===== src/rtl/add_sub_serial.sv =====
// add_sub_serial: digit-serial adder/subtractor with N/Z/C/V flags.
//
// A CHUNK-bit adder is reused over N = WIDTH/CHUNK cycles. Operands are
// captured on acceptance, and the result plus flags are loaded on the edge
// that processes the last chunk. The result is then held until the consumer
// accepts it.
//
// Ports:
//   clk        clock, rising edge
//   rst        asynchronous reset, active-high
//   in_valid   operand request
//   in_ready   operand accept (high only in IDLE)
//   a, b       operands, WIDTH bits
//   in_c       0 = a+b, 1 = a-b; also the carry-in
//   out_valid  result available (DONE)
//   out_ready  consumer accepts the result
//   s          result, WIDTH bits
//   out_c      carry out of MSB (subtract: 1 = no borrow)
//   overflow   signed overflow
//   zero       s == 0
//   negative   s[WIDTH-1]
module add_sub_serial #(
    parameter int unsigned WIDTH = 32,
    parameter int unsigned CHUNK = 4
) (
    input  logic             clk,
    input  logic             rst,
    input  logic             in_valid,
    output logic             in_ready,
    input  logic [WIDTH-1:0] a,
    input  logic [WIDTH-1:0] b,
    input  logic             in_c,
    output logic             out_valid,
    input  logic             out_ready,
    output logic [WIDTH-1:0] s,
    output logic             out_c,
    output logic             overflow,
    output logic             zero,
    output logic             negative
);

    if (CHUNK == 0 || (WIDTH % CHUNK) != 0) begin : g_bad_chunk
        $error("add_sub_serial: WIDTH must be a nonzero multiple of CHUNK");
    end

    localparam int unsigned N     = WIDTH / CHUNK;
    localparam int unsigned CNT_W = (N > 1) ? $clog2(N) : 1;

    typedef enum logic [1:0] {StIdle, StRun, StDone} state_t;

    state_t             state_q, state_d;
    logic [WIDTH-1:0]   a_q;      // shifts right one chunk per RUN cycle
    logic [WIDTH-1:0]   b_q;      // already inverted for subtract
    logic [WIDTH-1:0]   res_q;    // chunk sums enter at the top
    logic [WIDTH-1:0]   res_d;
    logic               carry_q;
    logic [CNT_W-1:0]   cnt_q;
    logic               zacc_q;   // stays 1 while every chunk sum so far is zero

    logic               accept;
    logic               last_chunk;
    logic [CHUNK:0]     chunk_sum;
    logic [CHUNK-1:0]   sum_bits;
    logic               carry_out;
    logic               carry_into_msb;

    assign accept     = in_valid && (state_q == StIdle);
    assign last_chunk = (cnt_q == CNT_W'(N - 1));

    // Narrow adder shared across all chunks.
    assign chunk_sum = {1'b0, a_q[CHUNK-1:0]} + {1'b0, b_q[CHUNK-1:0]}
                     + {{CHUNK{1'b0}}, carry_q};
    assign sum_bits  = chunk_sum[CHUNK-1:0];
    assign carry_out = chunk_sum[CHUNK];

    // On the last chunk the carry into the MSB is recovered from the MSB's
    // own sum bit: sum = a ^ b ^ cin, so cin = a ^ b ^ sum.
    assign carry_into_msb = a_q[CHUNK-1] ^ b_q[CHUNK-1] ^ sum_bits[CHUNK-1];

    // Written as shifts so that CHUNK == WIDTH needs no special case.
    assign res_d = (res_q >> CHUNK) | (WIDTH'(sum_bits) << (WIDTH - CHUNK));

    // State register.
    always_ff @(posedge clk or posedge rst) begin
        if (rst) begin
            state_q <= StIdle;
        end else begin
            state_q <= state_d;
        end
    end

    // Next-state logic.
    always_comb begin
        state_d = state_q;
        unique case (state_q)
            StIdle:  if (in_valid)  state_d = StRun;
            StRun:   if (last_chunk) state_d = StDone;
            StDone:  if (out_ready) state_d = StIdle;
            default: state_d = StIdle;
        endcase
    end

    // Handshake outputs.
    always_comb begin
        in_ready  = (state_q == StIdle) && !rst;
        out_valid = (state_q == StDone);
    end

    // Datapath and registered result/flags.
    always_ff @(posedge clk or posedge rst) begin
        if (rst) begin
            a_q      <= '0;
            b_q      <= '0;
            res_q    <= '0;
            carry_q  <= 1'b0;
            cnt_q    <= '0;
            zacc_q   <= 1'b0;
            s        <= '0;
            out_c    <= 1'b0;
            overflow <= 1'b0;
            zero     <= 1'b0;
            negative <= 1'b0;
        end else if (accept) begin
            a_q     <= a;
            b_q     <= b ^ {WIDTH{in_c}};
            res_q   <= '0;
            carry_q <= in_c;
            cnt_q   <= '0;
            zacc_q  <= 1'b1;
        end else if (state_q == StRun) begin
            a_q     <= a_q >> CHUNK;
            b_q     <= b_q >> CHUNK;
            res_q   <= res_d;
            carry_q <= carry_out;
            cnt_q   <= cnt_q + CNT_W'(1);
            zacc_q  <= zacc_q && (sum_bits == '0);
            if (last_chunk) begin
                s        <= res_d;
                out_c    <= carry_out;
                overflow <= carry_into_msb ^ carry_out;
                zero     <= zacc_q && (sum_bits == '0);
                negative <= sum_bits[CHUNK-1];
            end
        end
    end

endmodule

===== config.mk =====
export PLATFORM = sky130hd
export DESIGN_NAME = add_sub_serial
export DESIGN_NICKNAME = d
export VERILOG_FILES = /design/src/rtl/add_sub_serial.sv
export SDC_FILE = /design/constraint.sdc
export NUM_CORES = 1
export LEC_CHECK = 0
export BUFFER_PORTS_ARGS = -buffer_cell sky130_fd_sc_hd__buf_2
export CORE_MARGIN = 8
export CORE_UTILIZATION = 50
export CTS_BUF_LIST = sky130_fd_sc_hd__clkbuf_16
export CTS_CLUSTER_DIAMETER = 80
export DETAILED_ROUTE_END_ITERATION = 8
export GPL_TIMING_DRIVEN = 0
export PLACE_DENSITY = 0.74
export SYNTH_ARGS = -nofsm -noshare
export SYNTH_HDL_FRONTEND = slang
export SYNTH_SLANG_ARGS = --single-unit
export TNS_END_PERCENT = 50

===== constraint.sdc =====
create_clock -name clk -period 4 [get_ports clk]
set_input_delay 0.6 -clock clk [delete_from_list [all_inputs] [get_ports clk]]
set_output_delay 0.6 -clock clk [all_outputs]
set_load 0.01 [all_outputs]

==> metrics.txt, run 1 <==
outcome=finished clean; R2R setup slack=between 1.5 and 2 ns; Max Cap Viol=0; largest area contributor in the netlist=dfrtp_1; setup bufs post-CTS=0; commonest non-fill, non-tap cell in the layout=dfrtp_1; PD cells=about 840 nW/um^2; Reg2Reg Depth=8; H-tree depth=4; Crit. End Element=register; crit-path max FO=3; #FFs+latches synth=~130; Post-Syn Area=about 5800 sq um; die span in y=124 um; number of antenna diodes=0; dpl cells=between 700 and 800; Least-Margin Pin Slew=around 0.59 ns; CTS root buf=clkbuf_16; Synth Area in Compound Gates=0.133; main combinational cell family by area after synthesis=compound AO/OA/AOI/OAI gates; DPL Wire Length=10200 um; initial antenna violation count=0; CTS Hold Buffers Added=0; Fmax achieved=roughly 0.5 GHz; Worst Slack Setup Final=about 2.0 ns; FF-to-FF End=overflow; later-pin clock latency in the skew report=slightly above 0.4 ns; worst slack, placed=roughly 2.0 ns; gpl congestion=0.812; largest net degree at the start of global routing=45; share of the synthesized area in the top cell type=0.579; DP Area=roughly 6600 sq um; most frequent cells in the layout=134 x dfrtp_1, 131 x nand2_1, 130 x buf_2; final hold slack=about 0.23 ns; vias in the first global route=approximately 4600; Netlist cell types=29; final cell count without fillers=between 800 and 900; share of layout cells above drive strength 1=0.284; first-pass GRT wire length=approximately 22000 um; CTS resizes=0; xor/xnor share of the synthesized area=0.0560; reg2reg start=b_q[0]; total track usage=0.188; grt total ovfl=0; Vias=~4500; clk sinks=between 100 and 150; CTS tree=yes; Ports=107; syn nets=~620; fillers=approximately 900; post-DR vias/cell=between 5 and 6; clk_skew=roughly 0.0083 ns; nets=743; Starting Density=0.509; Hold Vio Cnt, Final=0; die area=around 15000 sq um; critical path arrival=approximately 2.3 ns; mux cell area share after synthesis=0.0564; Peak VDD IR=roughly 0.4 mV; Syn-to-layout area delta=23.9%; cell area after layout=~7000 sq um; worst hold path class=in -> async; Longest Clk Path Bufs=2; P_leak=about 3.5 nW; post-synthesis adder-cell area fraction=0.0177; Core Area=roughly 11000 sq um; critical path class=reg -> reg; drt first-iter violations=between 300 and 400; final design utilization=0.631; DRC viols=0; unrepaired setup endpoints after global routing=false; mean post-synth cell area=10.7 sq um; clk slew on worst S/H paths=0.06 ns; period utilization=0.508; Post-Syn Instances=between 500 and 600; top cells by area, synth=dfrtp_1 58%, nand2_1 8.5%, xnor2_1 4.7%, mux2_2 4.7%, a221o_1 4.5%; total negative setup slack=0 ns; CP required=4.28 ns; final setup fails=0; Slew Limit Fails=0; register area share after synthesis=0.579; Routed WL=13800 um; post-route ant nets=0; slew margin rel.=0.610; Post-Synth Simple-Gate Area=0.122; register area=~3400 sq um; Die W=roughly 120 um; Yosys Warn Count=0; # rows=39; Tot Pwr=approximately 6 mW; total CTS buffers=17; area occupied by multi-input gates=about 2200 sq um; PortBufs=105; Worst setup SP type=register; fin crit period=a little over 2 ns; drt wl/cell=approximately 17 um; detailed-router iteration count before antenna repair=4
[kinds of logic (layout without fill, tap and decap cells)]
| group | Yosys count | in the layout |
|---|---|---|
| flops | 134 | 134 |
| simple gates | 177 | 177 |
| compound gates | 110 | 110 |
| fa+ha+maj | 7 | 7 |
| buf+inv | 46 | 186 |
| mux | 29 | 29 |
| xor+xnor | 37 | 37 |
[worst max path at each step]
stage	from	end	slack (ns)
finish	b_q[0]	overflow	1.97
global route	a_q[0]	overflow	1.87
CTS	b_q[0]	overflow	1.99
detailed placement	b_q[0]	overflow	2.00
global placement	rst	b_q[13]	0.97
floorplan	rst	a_q[0]	1.73
[state kept, by name, summed over array words and instances, names as in the netlist]
register  flops
zacc_q        1
b_q          32
res_q        28
s            32
overflow      1
carry_q       1
a_q          32
state_q       2
zero          1
out_c         1
cnt_q         3
[synth_stat cells (all sizes together)]
| cell | instances |
|---|---|
| buf | 26 |
| nor2b | 1 |
| inv | 6 |
| o41ai | 2 |
| o21ai | 48 |
| nand2 | 132 |
| a22oi | 28 |
| a221o | 26 |
| mux2 | 29 |
| nand3b | 2 |
| xnor2 | 31 |
| fa | 2 |
| nor3 | 2 |
| a21o | 1 |
| nand3 | 7 |
| a31oi | 3 |
| nand2b | 2 |
| ha | 5 |
| nor3b | 1 |
| dfrtp | 134 |
| nor2 | 30 |
| xor2 | 6 |
| a21oi | 2 |
| clkbuf | 14 |
[layout make-up]
type / count / share of cell area
Buffer: 40 / 0.0258
Clock buffer: 17 / 0.0593
Tap cell: 143 / 0.0249
Inverter: 6 / 0.00366
Clock inverter: 15 / 0.0262
Sequential cell: 134 / 0.468
Multi-Input combinational cell: 360 / 0.311
Timing Repair Buffer: 108 / 0.0816
[metal layers]
layer | share of wire | GRT usage | wire (um) | up-vias
met5 | 0 | 0 | 0 | -
met3 | 0.059 | 0.0462 | 819 | 24
met4 | 0.021 | 0.0783 | 289 | 0
met1 | 0.44 | 0.244 | 6100 | 2234
met2 | 0.48 | 0.298 | 6630 | 148
li1 | - | - | - | 2097
[power by group]
part	internal (mW)	switching [mW]	leakage (nW)
combinational	0.883	1.20	1.51
sequential	1.96	0.386	1.71
clock	1.03	0.579	0.297
[critical path: stages, from the launching register on]
cell     delay (ns)
dfrtp_1        0.38
inv_1          0.08
fa_1           0.20
inv_1          0.06
fa_1           0.44
a21o_1         0.19
a21oi_1        0.31
xor2_1         0.16
o21ai_0        0.09
(Power assumes the default switching activity.)
==> run 2, diff against run 1 <==
==> constraint.sdc (replaced) <==
create_clock -name clk -period 1.8 [get_ports clk]
set_input_delay 0.27 -clock clk [delete_from_list [all_inputs] [get_ports clk]]
set_output_delay 0.27 -clock clk [all_outputs]
set_load 0.01 [all_outputs]
==> run 2 against run 1 <==
The flow now finishes with violations (setup timing). Non-clock buffer count is 6 higher. Setup slack worse by 2.0 ns. First-iteration DRC count increased by 14%. Clock power increased by 120%. Critical path depth fell by 1. Design area increased by 1.0%. Wire length is 1.4% higher. Final cell count rose by 0.73%. Core utilization increased by 0.65 points. Clock skew is 0.0018 ns lower. Count of clock-buffer cells in the layout did not move. Register-to-register slack worse by 2.0 ns. Largest cell class unchanged. Highest routed layer unchanged.
==> metrics.txt, run 2 (same netlist as run 1, synthesis figures left out) <==
CTS root buf=clkbuf_16; failing checks=setup timing; Slew Limit Fails=0 (unchanged); slew margin rel.=0.616 (+0.00630); met1 global-route usage=0.245 (+0.00116); fin crit period=1.87 ns (-0.163 ns); largest net degree at the start of global routing=45 (unchanged); Syn-to-layout area delta=25.1%; CP required=2.11 ns (-2.17 ns); most frequent cells in the layout=134 x dfrtp_1, 131 x nand2_1, 130 x buf_2; P_leak=3.56 nW (+1.1%); die span in y=124 um (unchanged); met2 Resource Use GR=0.301 (+0.00303); DPL Wire Length=10200 um (unchanged); Core Area=11400 sq um (unchanged); Tot Pwr=13.7 mW (+130%); detailed-router iteration count before antenna repair=4 (unchanged); met3 Use GR=0.0462 (unchanged); worst slack, placed=-0.204 ns (-2.20 ns); total CTS buffers=17 (unchanged); drt wl/cell=16.9 um (+0.68%); Longest Clk Path Bufs=2 (unchanged); # rows=39 (unchanged); Fmax achieved=0.535 GHz (+8.7%); commonest non-fill, non-tap cell in the layout=dfrtp_1; vias in the first global route=4658 (+0.74%); cell area after layout=7250 sq um (+1.0%); critical path arrival=2.18 ns (-0.13 ns); later-pin clock latency in the skew report=0.41 ns (about the same); final hold slack=0.0692 ns (-0.157 ns); gpl congestion=0.812 (unchanged); H-tree depth=4 (unchanged); critical path class=reg -> reg; period utilization=1.04 (+0.530); PD cells=1890 nW/um^2 (+120%); drt first-iter violations=356 (+14%); Hold Vio Cnt, Final=0 (unchanged); final setup fails=4 (+4); CTS tree=yes; Ports=107 (unchanged); unrepaired setup endpoints after global routing=true; nets=749 (+0.81%); Die W=124 um (unchanged); clk sinks=134 (unchanged); Least-Margin Pin Slew=0.576 ns (-0.00946 ns); total track usage=0.190 (+0.00156); Crit. End Element=register; post-route ant nets=0 (unchanged); share of layout cells above drive strength 1=0.300 (+0.0165); number of antenna diodes=0 (unchanged); clk_skew=0.00655 ns (-0.00178 ns); Most Crowded Layer GR=met2; first-pass GRT wire length=22600 um (+0.70%); Max Cap Viol=0 (unchanged); initial antenna violation count=0 (unchanged); Routed WL=14000 um (+1.4%); DRC viols=0 (unchanged); crit-path max FO=3 (unchanged); Peak VDD IR=0.892 mV (+120%); clk slew on worst S/H paths=0.06 ns (about the same); biggest regs=a_q: 32 flops, b_q: 32 flops, s: 32 flops; post-DR vias/cell=5.46 (-0.26%); total negative setup slack=-0.160 ns (-0.160 ns); Hold Startpoint=a[15]; worst hold path class=in -> reg; DP Area=6560 sq um (unchanged); Worst Slack Setup Final=-0.0687 ns (-2.04 ns); Vias=4524 (+0.47%); PortBufs=105 (unchanged); reg2reg start=carry_q; crit path launch=carry_q; outcome=complete, but fails checks; Starting Density=0.509 (unchanged); Worst setup SP type=register; die area=15300 sq um (unchanged); grt total ovfl=0 (unchanged)
-- run 2: changes by cell type in the layout (fill, tap and decap cells not counted), sizes merged --
cell,change
dlygate4sd3,+1
buf,+5
-- run 2: worst paths after layout --
path                                end  slack, ns  depth (start not counted)
worst max-delay path               zero      -0.07                          7
worst min-delay path            a_q[15]       0.07                          3
worst max register to register     zero      -0.07                          7
worst min register to register  a_q[12]       0.48                          2
max in group asynchronous       b_q[18]       0.56                          5
min in group asynchronous       a_q[21]       0.45                          3
-- run 2: layout make-up --
class | count | area (sq um)
fill | 901 | 4120
sequential | 134 | 3350
multi-input combinational | 360 | 2250
timing repair buffer | 114 | 633
clock buffer | 17 | 425
clock inverter | 15 | 188
buffer | 40 | 188
tap | 143 | 179
inverter | 6 | 26.3
-- run 2: metrics by stage --
step / std cells / util
4_1_cts: 826 / 0.635
3_3_place_gp: 788 / 0.572
6_report: 829 / 0.637
3_5_place_dp: 791 / 0.577
2_1_floorplan: 540 / -
5_1_grt: 829 / 0.637
-- run 2: what timing repair did --
| action | CTS | global route |
|---|---|---|
| resized for setup | 7 | 4 |
| hold buffers | 1 | 0 |
| endpoints found under the hold margin | 18 | 0 |
| setup endpoints to repair | 6 | 8 |
| setup buffers | 2 | 3 |
| pin swaps | 4 | 7 |
-- run 2: metal layers --
layer / part of all wire / up-vias
li1: - / 2113
met5: 0 / -
met2: 0.47 / 155
met1: 0.44 / 2228
met4: 0.023 / 0
met3: 0.061 / 28
-- run 2: worst max-delay path, cell delays in order (launching register included) --
cell and delay [ns]:
dfrtp_1 0.38, inv_1 0.08, fa_2 0.22, inv_2 0.04, fa_2 0.36, buf_4 0.15
xor2_1 0.18, o41ai_2 0.36
-- run 2: power breakdown --
group          leakage [nW]  internal [mW]  switching (mW)
registers              1.71           4.35           0.866
clock network         0.297           2.30            1.29
logic                  1.55           2.11            2.78
total                  3.56           8.76            4.94
==> run 3, diff against run 2 <==
--- a/config.mk
+++ b/config.mk
@@ -6,9 +6,9 @@
 export NUM_CORES = 1
 export LEC_CHECK = 0
 export BUFFER_PORTS_ARGS = -buffer_cell sky130_fd_sc_hd__buf_2
+export CAP_MARGIN = 10
 export CORE_MARGIN = 8
 export CORE_UTILIZATION = 50
-export CTS_BUF_LIST = sky130_fd_sc_hd__clkbuf_16
 export CTS_CLUSTER_DIAMETER = 80
 export DETAILED_ROUTE_END_ITERATION = 8
 export GPL_TIMING_DRIVEN = 0
==> constraint.sdc (replaced) <==
create_clock -name clk -period 1.6 [get_ports clk]
set_input_delay 0.24 -clock clk [delete_from_list [all_inputs] [get_ports clk]]
set_output_delay 0.24 -clock clk [all_outputs]
set_load 0.01 [all_outputs]
==> run 3 against run 2 <==
The run still ends with setup timing left. Flip-flop and latch count unchanged. First-iteration DRC count increased by 1.1%. Largest cell class unchanged. Register-to-register slack got worse by 0.17 ns. Via count increased by 1.4%. Critical path depth increased by 1. Hold slack got worse by 0.036 ns. Clock power increased by 19%. Non-clock buffer count increased by 3. Global-route usage increased by 0.63 points. Wire length increased by 3.1%. Final cell count increased by 0.36%.
==> metrics.txt, run 3 (same netlist as run 1, synthesis figures left out) <==
total track usage=0.196 (+0.00632); reg2reg start=carry_q; Crit. End Element=register; DP Area=6560 sq um (unchanged); CTS root buf=clkbuf_16; gpl congestion=0.812 (unchanged); Slew Limit Fails=0 (unchanged); worst hold path class=in -> reg; cell internal pwr=10.3 mW (+17%); Least-Margin Pin Slew=0.551 ns (-0.0247 ns); slew margin rel.=0.633 (+0.0164); fin crit period=1.84 ns (-0.0266 ns); later-pin clock latency in the skew report=0.42 ns (about the same); Fmax achieved=0.543 GHz (+1.4%); die area=15300 sq um (unchanged); commonest non-fill, non-tap cell in the layout=dfrtp_1; final design utilization=0.655 (+0.0177); final setup fails=8 (+4); nets=752 (+0.40%); first-pass GRT wire length=23300 um (+3.1%); Hold Vio Cnt, Final=0 (unchanged); clk_skew=0.00775 ns (+0.00119 ns); Flop pwr share=0.369 (-0.012); cell area after layout=7450 sq um (+2.8%); Worst setup SP type=register; critical path arrival=2.14 ns (-0.04 ns); Starting Density=0.509 (unchanged); biggest regs=a_q: 32 flops, b_q: 32 flops, s: 32 flops; grt total ovfl=0 (unchanged); vias in the first global route=4765 (+2.3%); # rows=39 (unchanged); number of antenna diodes=0 (unchanged); switching part of the total=0.358 (-0.00275); die span in y=124 um (unchanged); failing checks=setup timing; critical path class=reg -> reg; Peak VDD IR=0.952 mV (+6.8%); share of layout cells above drive strength 1=0.324 (+0.0234); Max Cap Viol=0 (unchanged); crit-path max FO=3 (unchanged); H-tree depth=4 (unchanged); Ports=107 (unchanged); DRC viols=0 (unchanged); Die W=124 um (unchanged); period utilization=1.15 (+0.113); crit path launch=carry_q; outcome=complete, but fails checks; Net Sw Power=5.72 mW (+16%); Vias=4587 (+1.4%); Routed WL=14500 um (+3.1%); Syn-to-layout area delta=28.6%; Longest Clk Path Bufs=2 (unchanged); combinational share of power=0.364 (+0.007); total CTS buffers=17 (unchanged); detailed-router iteration count before antenna repair=5 (+1); drt wl/cell=17.4 um (+2.7%); clk slew on worst S/H paths=0.06 ns (about the same); P_leak=3.65 nW (+2.6%); Clock power frac=0.267 (+0.005); unrepaired setup endpoints after global routing=true; most frequent cells in the layout=132 x dfrtp_1, 130 x nand2_1, 120 x buf_2; post-route ant nets=0 (unchanged); initial antenna violation count=0 (unchanged); clk sinks=134 (unchanged); PD cells=2150 nW/um^2 (+14%); post-DR vias/cell=5.51 (+1.0%); Worst Slack Setup Final=-0.242 ns (-0.173 ns); Hold Startpoint=a[15]; CTS tree=yes; CP required=1.90 ns (-0.21 ns); drt first-iter violations=360 (+1.1%); PortBufs=105 (unchanged); largest net degree at the start of global routing=45 (unchanged); Core Area=11400 sq um (unchanged); DPL Wire Length=10100 um (about the same)
## run 3: cell count changes in the layout (fill, tap and decap cells not counted), sizes merged
| cell | change |
|---|---|
| inv | -1 |
| buf | -1 |
| bufinv | +1 |
| clkinvlp | -2 |
| clkbuf | +6 |
## run 3: layout make-up
cell class / instances / area (sq um)
inverter: 6 / 26.3
buffer: 39 / 235
tap: 143 / 179
timing repair buffer: 118 / 698
fill: 859 / 3920
clock inverter: 13 / 204
sequential: 134 / 3360
clock buffer: 19 / 443
multi-input combinational: 360 / 2310
## run 3: path summary, 6_finish.rpt
kind	end	slack, ns	cells after the start
setup / recovery	overflow	-0.24	8
min in group asynchronous	a_q[21]	0.42	3
max in group asynchronous	state_q[0]	0.38	5
hold / removal	a_q[15]	0.03	3
setup reg to reg	overflow	-0.24	8
hold reg to reg	a_q[9]	0.48	2
## run 3: layer usage
metal | share of wire | vias to the layer above | GRT usage
met4 | 0.023 | 0 | 0.0820
li1 | - | 2123 | -
met2 | 0.49 | 178 | 0.314
met1 | 0.42 | 2261 | 0.251
met5 | 0 | - | 0
met3 | 0.068 | 25 | 0.0499
## run 3: through the flow
step	instances	power [mW]	hold WS, ns	TNS [ns]	worst slack [ns]
finish	832	16.0	0.0334	-1.27	-0.242
global route	832	17.0	0.0450	-1.83	-0.325
global placement	788	10.8	0.455	-146.24	-1.07
detailed placement	791	11.1	0.306	-6.04	-0.406
CTS	827	15.8	0.0261	-1.30	-0.321
floorplan	540	9.31	0.348	-41.56	-0.305
## run 3: repair_timing
item                                    in CTS  in global routing
buffers inserted                             3                  4
hold buffers                                 1                  0
endpoints found under the hold margin       18                  0
endpoints found under the setup margin      88                117
cloned                                       0                  2
gates resized for setup                     27                 23
pin swaps                                    4                  4
## run 3: worst max-delay path, stage by stage (launching register included)
cell	delay [ns]
dfrtp_1	0.38
inv_1	0.08
fa_2	0.22
inv_2	0.04
fa_2	0.37
a21o_1	0.21
a21oi_4	0.19
xor2_1	0.16
o21ai_1	0.08
## run 3: power by group through the flow
stage / Combinational (mW) / Clock [mW] / Sequential (mW)
2_1_floorplan: 3.56 / 0 / 5.75
3_3_place_gp: 4.99 / 0 / 5.82
3_5_place_dp: 5.21 / 0 / 5.88
4_1_cts: 5.59 / 4.30 / 5.87
5_1_grt: 6.42 / 4.47 / 6.07
6_report: 5.81 / 4.27 / 5.90
